### src/rtl/console_pkg.sv
// console_pkg: shared definitions for the MMIO console block.
//   - register offsets (word index taken from mem_addr[3:2])
//   - STATUS register bit positions
//   - TX FSM state encoding
package console_pkg;

  localparam logic [1:0] OFS_TXDATA = 2'd0;
  localparam logic [1:0] OFS_STATUS = 2'd1;
  localparam logic [1:0] OFS_TOHOST = 2'd2;

  localparam int ST_FULL    = 0;
  localparam int ST_EMPTY   = 1;
  localparam int ST_BUSY    = 2;
  localparam int ST_CNT_LSB = 8;

  typedef enum logic [1:0] {
    TX_IDLE  = 2'd0,
    TX_START = 2'd1,
    TX_DATA  = 2'd2,
    TX_STOP  = 2'd3
  } tx_state_e;

endpackage

### src/rtl/console_fifo.sv
// console_fifo: synchronous byte FIFO, no bypass (a pushed byte is visible
// on dout from the following cycle).
// Ports:
//   clk, reset      clock, synchronous active-high reset (empties the FIFO)
//   push, din       write strobe and byte; ignored when full
//   pop             read strobe; ignored when empty
//   dout            head entry (valid while !empty)
//   full, empty     occupancy flags
//   count           entries held, 0..DEPTH
module console_fifo #(
  parameter int DEPTH = 16
) (
  input  logic                     clk,
  input  logic                     reset,
  input  logic                     push,
  input  logic [7:0]               din,
  input  logic                     pop,
  output logic [7:0]               dout,
  output logic                     full,
  output logic                     empty,
  output logic [$clog2(DEPTH):0]   count
);
  localparam int AW = $clog2(DEPTH);
  localparam logic [AW:0] FULL_CNT = DEPTH[AW:0];

  logic [7:0]    mem [DEPTH];
  logic [AW-1:0] wptr, rptr;
  logic [AW:0]   cnt;
  logic          do_push, do_pop;

  assign do_push = push && !full;
  assign do_pop  = pop && !empty;

  // Storage carries no reset; only pointers and count define validity.
  always_ff @(posedge clk) begin
    if (do_push) mem[wptr] <= din;
  end

  always_ff @(posedge clk) begin
    if (reset) begin
      wptr <= '0;
      rptr <= '0;
      cnt  <= '0;
    end else begin
      if (do_push) wptr <= wptr + 1'b1;
      if (do_pop)  rptr <= rptr + 1'b1;
      case ({do_push, do_pop})
        2'b10:   cnt <= cnt + 1'b1;
        2'b01:   cnt <= cnt - 1'b1;
        default: cnt <= cnt;
      endcase
    end
  end

  assign dout  = mem[rptr];
  assign full  = (cnt == FULL_CNT);
  assign empty = (cnt == '0);
  assign count = cnt;

endmodule

### src/rtl/mmio_console.sv
// mmio_console: slave on the CPU data-memory port.
//   TXDATA (0x0) store queues a byte for the UART transmitter,
//   STATUS (0x4) reports FIFO/transmitter state,
//   TOHOST (0x8) latches the first exit code and raises a sticky halt.
// Ports:
//   clk, reset                      clock, synchronous active-high reset
//   mem_req/we/addr/wdata           CPU access
//   mem_ready                       0 only for a TXDATA store hitting a full FIFO
//   mem_rvalid/mem_rdata            load response, one cycle after accept
//   uart_tx                         8N1 serial out, idle high
//   halt, exit_code                 tohost handshake to the bench
module mmio_console
  import console_pkg::*;
#(
  parameter logic [31:0] BASE_ADDR    = 32'h1000_0000,
  parameter int          CLKS_PER_BIT = 8,
  parameter int          FIFO_DEPTH   = 16
) (
  input  logic        clk,
  input  logic        reset,
  input  logic        mem_req,
  input  logic        mem_we,
  input  logic [31:0] mem_addr,
  input  logic [31:0] mem_wdata,
  output logic        mem_ready,
  output logic        mem_rvalid,
  output logic [31:0] mem_rdata,
  output logic        uart_tx,
  output logic        halt,
  output logic [31:0] exit_code
);
  localparam int CW = $clog2(FIFO_DEPTH) + 1;
  localparam int BW = (CLKS_PER_BIT > 1) ? $clog2(CLKS_PER_BIT) : 1;
  localparam logic [BW-1:0] BAUD_LAST = BW'(CLKS_PER_BIT - 1);

  // ---------------- bus decode ----------------
  logic       hit, st_tx, st_host, ld_acc;
  logic [1:0] ofs;
  logic       unused_addr_lsbs;

  assign unused_addr_lsbs = ^mem_addr[1:0];
  assign hit     = mem_req && (mem_addr[31:4] == BASE_ADDR[31:4]);
  assign ofs     = mem_addr[3:2];
  assign st_tx   = hit && mem_we && (ofs == OFS_TXDATA);
  assign st_host = hit && mem_we && (ofs == OFS_TOHOST);
  assign ld_acc  = hit && !mem_we;   // loads never stall

  // ---------------- FIFO ----------------
  logic          fifo_full, fifo_empty, fifo_pop;
  logic [7:0]    fifo_dout;
  logic [CW-1:0] fifo_count;

  // Stall keys off the registered full flag, so a pop in the same cycle
  // does not rescue the store; it is taken on the next cycle.
  assign mem_ready = !(st_tx && fifo_full);

  console_fifo #(.DEPTH(FIFO_DEPTH)) u_fifo (
    .clk   (clk),
    .reset (reset),
    .push  (st_tx && !fifo_full),
    .din   (mem_wdata[7:0]),
    .pop   (fifo_pop),
    .dout  (fifo_dout),
    .full  (fifo_full),
    .empty (fifo_empty),
    .count (fifo_count)
  );

  // ---------------- TX FSM ----------------
  tx_state_e     state;
  logic [BW-1:0] baud;
  logic [2:0]    bit_idx;
  logic [7:0]    tx_byte;

  assign fifo_pop = (state == TX_IDLE) && !fifo_empty;

  // uart_tx is loaded on each state/bit transition so the line is glitch
  // free and each level lasts exactly CLKS_PER_BIT cycles.
  always_ff @(posedge clk) begin
    if (reset) begin
      state   <= TX_IDLE;
      baud    <= '0;
      bit_idx <= '0;
      tx_byte <= '0;
      uart_tx <= 1'b1;
    end else begin
      case (state)
        TX_IDLE: begin
          baud    <= '0;
          uart_tx <= 1'b1;
          if (!fifo_empty) begin
            tx_byte <= fifo_dout;
            uart_tx <= 1'b0;
            state   <= TX_START;
          end
        end
        TX_START: begin
          if (baud == BAUD_LAST) begin
            baud    <= '0;
            bit_idx <= '0;
            uart_tx <= tx_byte[0];
            state   <= TX_DATA;
          end else begin
            baud <= baud + 1'b1;
          end
        end
        TX_DATA: begin
          if (baud == BAUD_LAST) begin
            baud <= '0;
            if (bit_idx == 3'd7) begin
              uart_tx <= 1'b1;
              state   <= TX_STOP;
            end else begin
              bit_idx <= bit_idx + 3'd1;
              uart_tx <= tx_byte[bit_idx + 3'd1];
            end
          end else begin
            baud <= baud + 1'b1;
          end
        end
        default: begin // TX_STOP
          if (baud == BAUD_LAST) begin
            baud  <= '0;
            state <= TX_IDLE;
          end else begin
            baud <= baud + 1'b1;
          end
        end
      endcase
    end
  end

  // ---------------- load path and tohost ----------------
  logic [31:0] status, rd_mux;

  always_comb begin
    status = '0;
    status[ST_FULL]              = fifo_full;
    status[ST_EMPTY]             = fifo_empty;
    status[ST_BUSY]              = (state != TX_IDLE);
    status[ST_CNT_LSB +: CW]     = fifo_count;
  end

  always_comb begin
    rd_mux = '0;
    case (ofs)
      OFS_STATUS: rd_mux = status;
      OFS_TOHOST: rd_mux = exit_code;
      default:    rd_mux = '0;
    endcase
  end

  always_ff @(posedge clk) begin
    if (reset) begin
      mem_rvalid <= 1'b0;
      mem_rdata  <= '0;
      halt       <= 1'b0;
      exit_code  <= '0;
    end else begin
      mem_rvalid <= ld_acc;
      mem_rdata  <= ld_acc ? rd_mux : '0;
      // Only the first tohost write counts.
      if (st_host && !halt) begin
        halt      <= 1'b1;
        exit_code <= mem_wdata;
      end
    end
  end

endmodule

### config.mk
export PLATFORM = sky130hd
export DESIGN_NAME = mmio_console
export DESIGN_NICKNAME = d
export VERILOG_FILES = /design/src/rtl/console_pkg.sv /design/src/rtl/console_fifo.sv /design/src/rtl/mmio_console.sv
export SDC_FILE = /design/constraint.sdc
export NUM_CORES = 1
export LEC_CHECK = 0
export CAP_MARGIN = 20
export CORE_MARGIN = 4
export CORE_UTILIZATION = 49
export CTS_CLUSTER_DIAMETER = 40
export DETAILED_ROUTE_END_ITERATION = 10
export GPL_TIMING_DRIVEN = 0
export PLACE_DENSITY_LB_ADDON = 0.1
export SETUP_SLACK_MARGIN = 0.3
export SLEW_MARGIN = 20
export SYNTH_ARGS = -nofsm -noshare
export SYNTH_HDL_FRONTEND = slang
export SYNTH_HIERARCHICAL = 1
export SYNTH_SLANG_ARGS = --single-unit
### constraint.sdc
create_clock -name clk -period 3.76 [get_ports clk]
set_clock_uncertainty 0.2 [all_clocks]
set_input_delay 0.376 -clock clk [delete_from_list [all_inputs] [get_ports clk]]
set_output_delay 0.376 -clock clk [all_outputs]
set_load 0.1 [all_outputs]
==> impl_results.md <==
- Outcome: finished clean
- Sink Count: about 230
- TritonCTS clock tree: built
- Yosys cell types: 64
- Fin worst setup slack: ~0.41 ns
- Die Height: 147 µm
- Post-route ant nets: 0
- Fmax: just under 300 MHz
- # rows: 50
- P_leak: around 4.3 nW
- Gp weighted congestion: 0.804
- Worst slack, placed: -0.540 ns
- PD cells: approximately 480 nW/µm²
- Slew Limit Fails: 0
- Hold WC Path Type: flop to flop
- Setup crit start kind: flop
- Largest net degree at the start of global routing: 18
- Synthesis Warnings: 6
- Per-cell routed wire length: between 15 and 20 µm
- Nets: 937
- Initial DRC Count: between 400 and 500
- Number of global-route vias before repair: between 6000 and 7000
- TNS Setup: 0 ns
- Part of the power in the clock network: roughly half
- Synth top area cells: edfxtp_1, dfxtp_1, mux4_2, nand2b_1, mux2i_1
- Port Buffers: about 130
- Ys async rst share: 0%
- Maximum fanout along the worst path: 11
- Flop pwr share: roughly 45%
- Setup crit end kind: flop
- Worst slew pin tran: just over 1 ns
- Post-Synthesis Cells: between 600 and 700
- RSZ-0062 raised after global routing: false
- Sw Share: between 20% and 30%
- Layout area overhead: 30.9%
- Final setup fails: 0
- FF+latch count, synth: between 200 and 250
- DR vias/cell: 5.35
- Gr ovfl total: 0
- Die area: 21600 µm²
- Clock Pin Slew Worst Setup and Hold Paths: around 0.05 ns
- CTS Buffer Depth: 3
- Post-synth top area cell: edfxtp_1
- Endpoints failing hold: 0
- Part of the Yosys area used for sequential elements: 61.7%
- Gr usage total: 20.8%
- Io pins: 136
- Initial antenna violation count: 0
- Relative slew slack: 32.6%
- Number of flops mapped to enable cells by yosys: 128
- TritonCTS Buffers: 34
- Crit path kind: flop to flop
- Switching Power: ~1.3 mW
- Net Count, Synth: roughly 760
- Crit path time final: around 3.4 ns
- Number of H-tree levels: 2
- Core Region: ~19000 µm²
- Post-synth top area share: 40.5%
- Internal: around 4.6 mW
- Ant. Diodes: 0
- Worst skew pair latency: around 0.5 ns
- Peak VDD IR: approximately 0.42 mV
- Via count: 6071
- Drt pass-1 iters: 5
- Drc violations: 0
- Clock root cell: clkbuf_16
- Design Area, Final: around 12000 µm²
- First-pass GRT wire length: about 35000 µm
- Final Util: around 66%
- Final Cycle Share: between 80 and 90%
- Die X: about 150 µm
- Post-DP HPWL: 15300 µm
- Post-synth top cells: edfxtp_1, dfxtp_1, nand2b_1
- MaxCap Viol Count: 0
- Logic gate share of total power: under 10%
- Hold Slack: between 0.2 and 0.25 ns
- WP data required: 3.93 ns
- Area after DPL: 11200 µm²
- Synth Cell Area: around 9500 µm²
- Most frequent cell after synthesis: edfxtp_1
- Layout cells sized above 1: 18.0%
- Post-Route WL: around 22000 µm
- Arrival @ worst endpoint: 3.53 ns
- Initial core utilization: 50.2%
- Avg Cell Area, Syn: between 10 and 15 µm²
- Synth Flop Type: edfxtp_1
## power groups by stage
| stage | Combinational [mW] | Clock [mW] | Sequential, mW |
|---|---|---|---|
| 2_1_floorplan | 0.0850 | 0 | 2.72 |
| 3_3_place_gp | 0.224 | 0 | 2.70 |
| 3_5_place_dp | 0.231 | 0 | 2.70 |
| 4_1_cts | 0.234 | 3.08 | 2.65 |
| 5_1_grt | 0.254 | 3.22 | 2.64 |
| 6_report | 0.234 | 3.03 | 2.65 |
## per-stage QoR
stage | power [mW] | std cells
floorplan | 2.80 | 674
global placement | 2.92 | 1066
detailed placement | 2.93 | 1066
CTS | 5.96 | 1129
global route | 6.12 | 1134
finish | 5.91 | 1134
## metal layers
metal  GRT usage (%)  wire (µm)  up-vias
li1                -          -     2833
met1            26.6       9250     3018
met2            34.7      11100      190
met3            5.18       1370       30
met4            7.22        481        0
met5               0          0        -
## cell usage in the layout, fill, tap and decap left out, types with 3 or more instances in the layout
cell type / count
mux4_2: 34
clkbuf_16: 36
a22oi_1: 27
nand2_1: 39
nor3_1: 6
dfxtp_1: 100
nor2_2: 9
edfxtp_1: 128
buf_4: 7
nor3_2: 4
clkbuf_8: 3
nor2b_1: 6
and2_1: 27
a21oi_1: 11
inv_8: 3
buf_2: 5
inv_1: 13
inv_6: 4
clkbuf_1: 26
nand3_1: 3
buf_6: 5
clkinv_2: 5
nand2b_1: 66
xor2_1: 5
clkdlybuf4s50_1: 131
ha_1: 18
nor4_4: 8
mux2i_1: 37
buf_1: 4
nor2_1: 34
## state kept, by name (all words and copies together) (netlist names), named ones only
register      cells
baud              3
bit_idx           3
exit_code        32
halt              1
mem_rdata        32
mem_rvalid        1
state             2
tx_byte           8
u_fifo/count      5
u_fifo/mem      128
u_fifo/rptr       4
u_fifo/wptr       4
uart_tx           1
## worst max-delay path: stages (launching register included)
cell and delay (ns):
dfxtp_1 0.32, buf_6 0.14, or4_4 0.51, buf_8 0.14, nor2_4 0.11, nand2b_4 0.13, buf_8 0.12, inv_8 0.05
o21ai_4 0.08, inv_1 0.07, ha_2 0.18, buf_4 0.17, xor2_2 0.16, ha_4 0.18, buf_4 0.13, o22a_1 0.21
a311o_1 0.32
## path summary, 6_finish.rpt
| kind | slack [ns] | depth (start not counted) | start | end |
|---|---|---|---|---|
| worst max-delay path | 0.41 | 16 | u_fifo/count[1]$_SDFFE_PP0P_ | u_fifo/count[2]$_SDFFE_PP0P_ |
| worst min-delay path | 0.24 | 1 | baud[0]$_SDFF_PP0_ | baud[0]$_SDFF_PP0_ |
| worst max register to register | 0.41 | 16 | u_fifo/count[1]$_SDFFE_PP0P_ | u_fifo/count[2]$_SDFFE_PP0P_ |
| worst min register to register | 0.24 | 1 | baud[0]$_SDFF_PP0_ | baud[0]$_SDFF_PP0_ |
## final cells by class
cell class                      count  area [µm²]
Fill cell                        1407        6480
Sequential cell                   228        5850
Multi-Input combinational cell    392        3470
Timing Repair Buffer              139        1380
Clock buffer                       44         961
Tap cell                          260         325
Buffer                             39         218
Clock inverter                     17         151
Inverter                           15        63.8
## cells by family after synthesis
| kind of cell | count (synthesis) | synth area share (%) |
|---|---|---|
| XOR/XNOR | 7 | 0.647 |
| buffers and inverters | 54 | 2.68 |
| flip-flops | 228 | 61.7 |
| AND/OR/NAND/NOR | 227 | 14.8 |
| multiplexers | 72 | 12.1 |
| adder cells (fa/ha/maj) | 20 | 2.64 |
| AO/OA/AOI/OAI | 66 | 5.46 |
## what timing repair did
action                                  in CTS  in global routing
resized for setup                           10                 14
pin swaps                                    2                  2
setup buffers                                1                  5
hold endpoints to repair                     2                  0
hold buffers                                 1                  0
endpoints found under the setup margin       5                  2
Note: power is estimated with default switching activity, not from simulation.
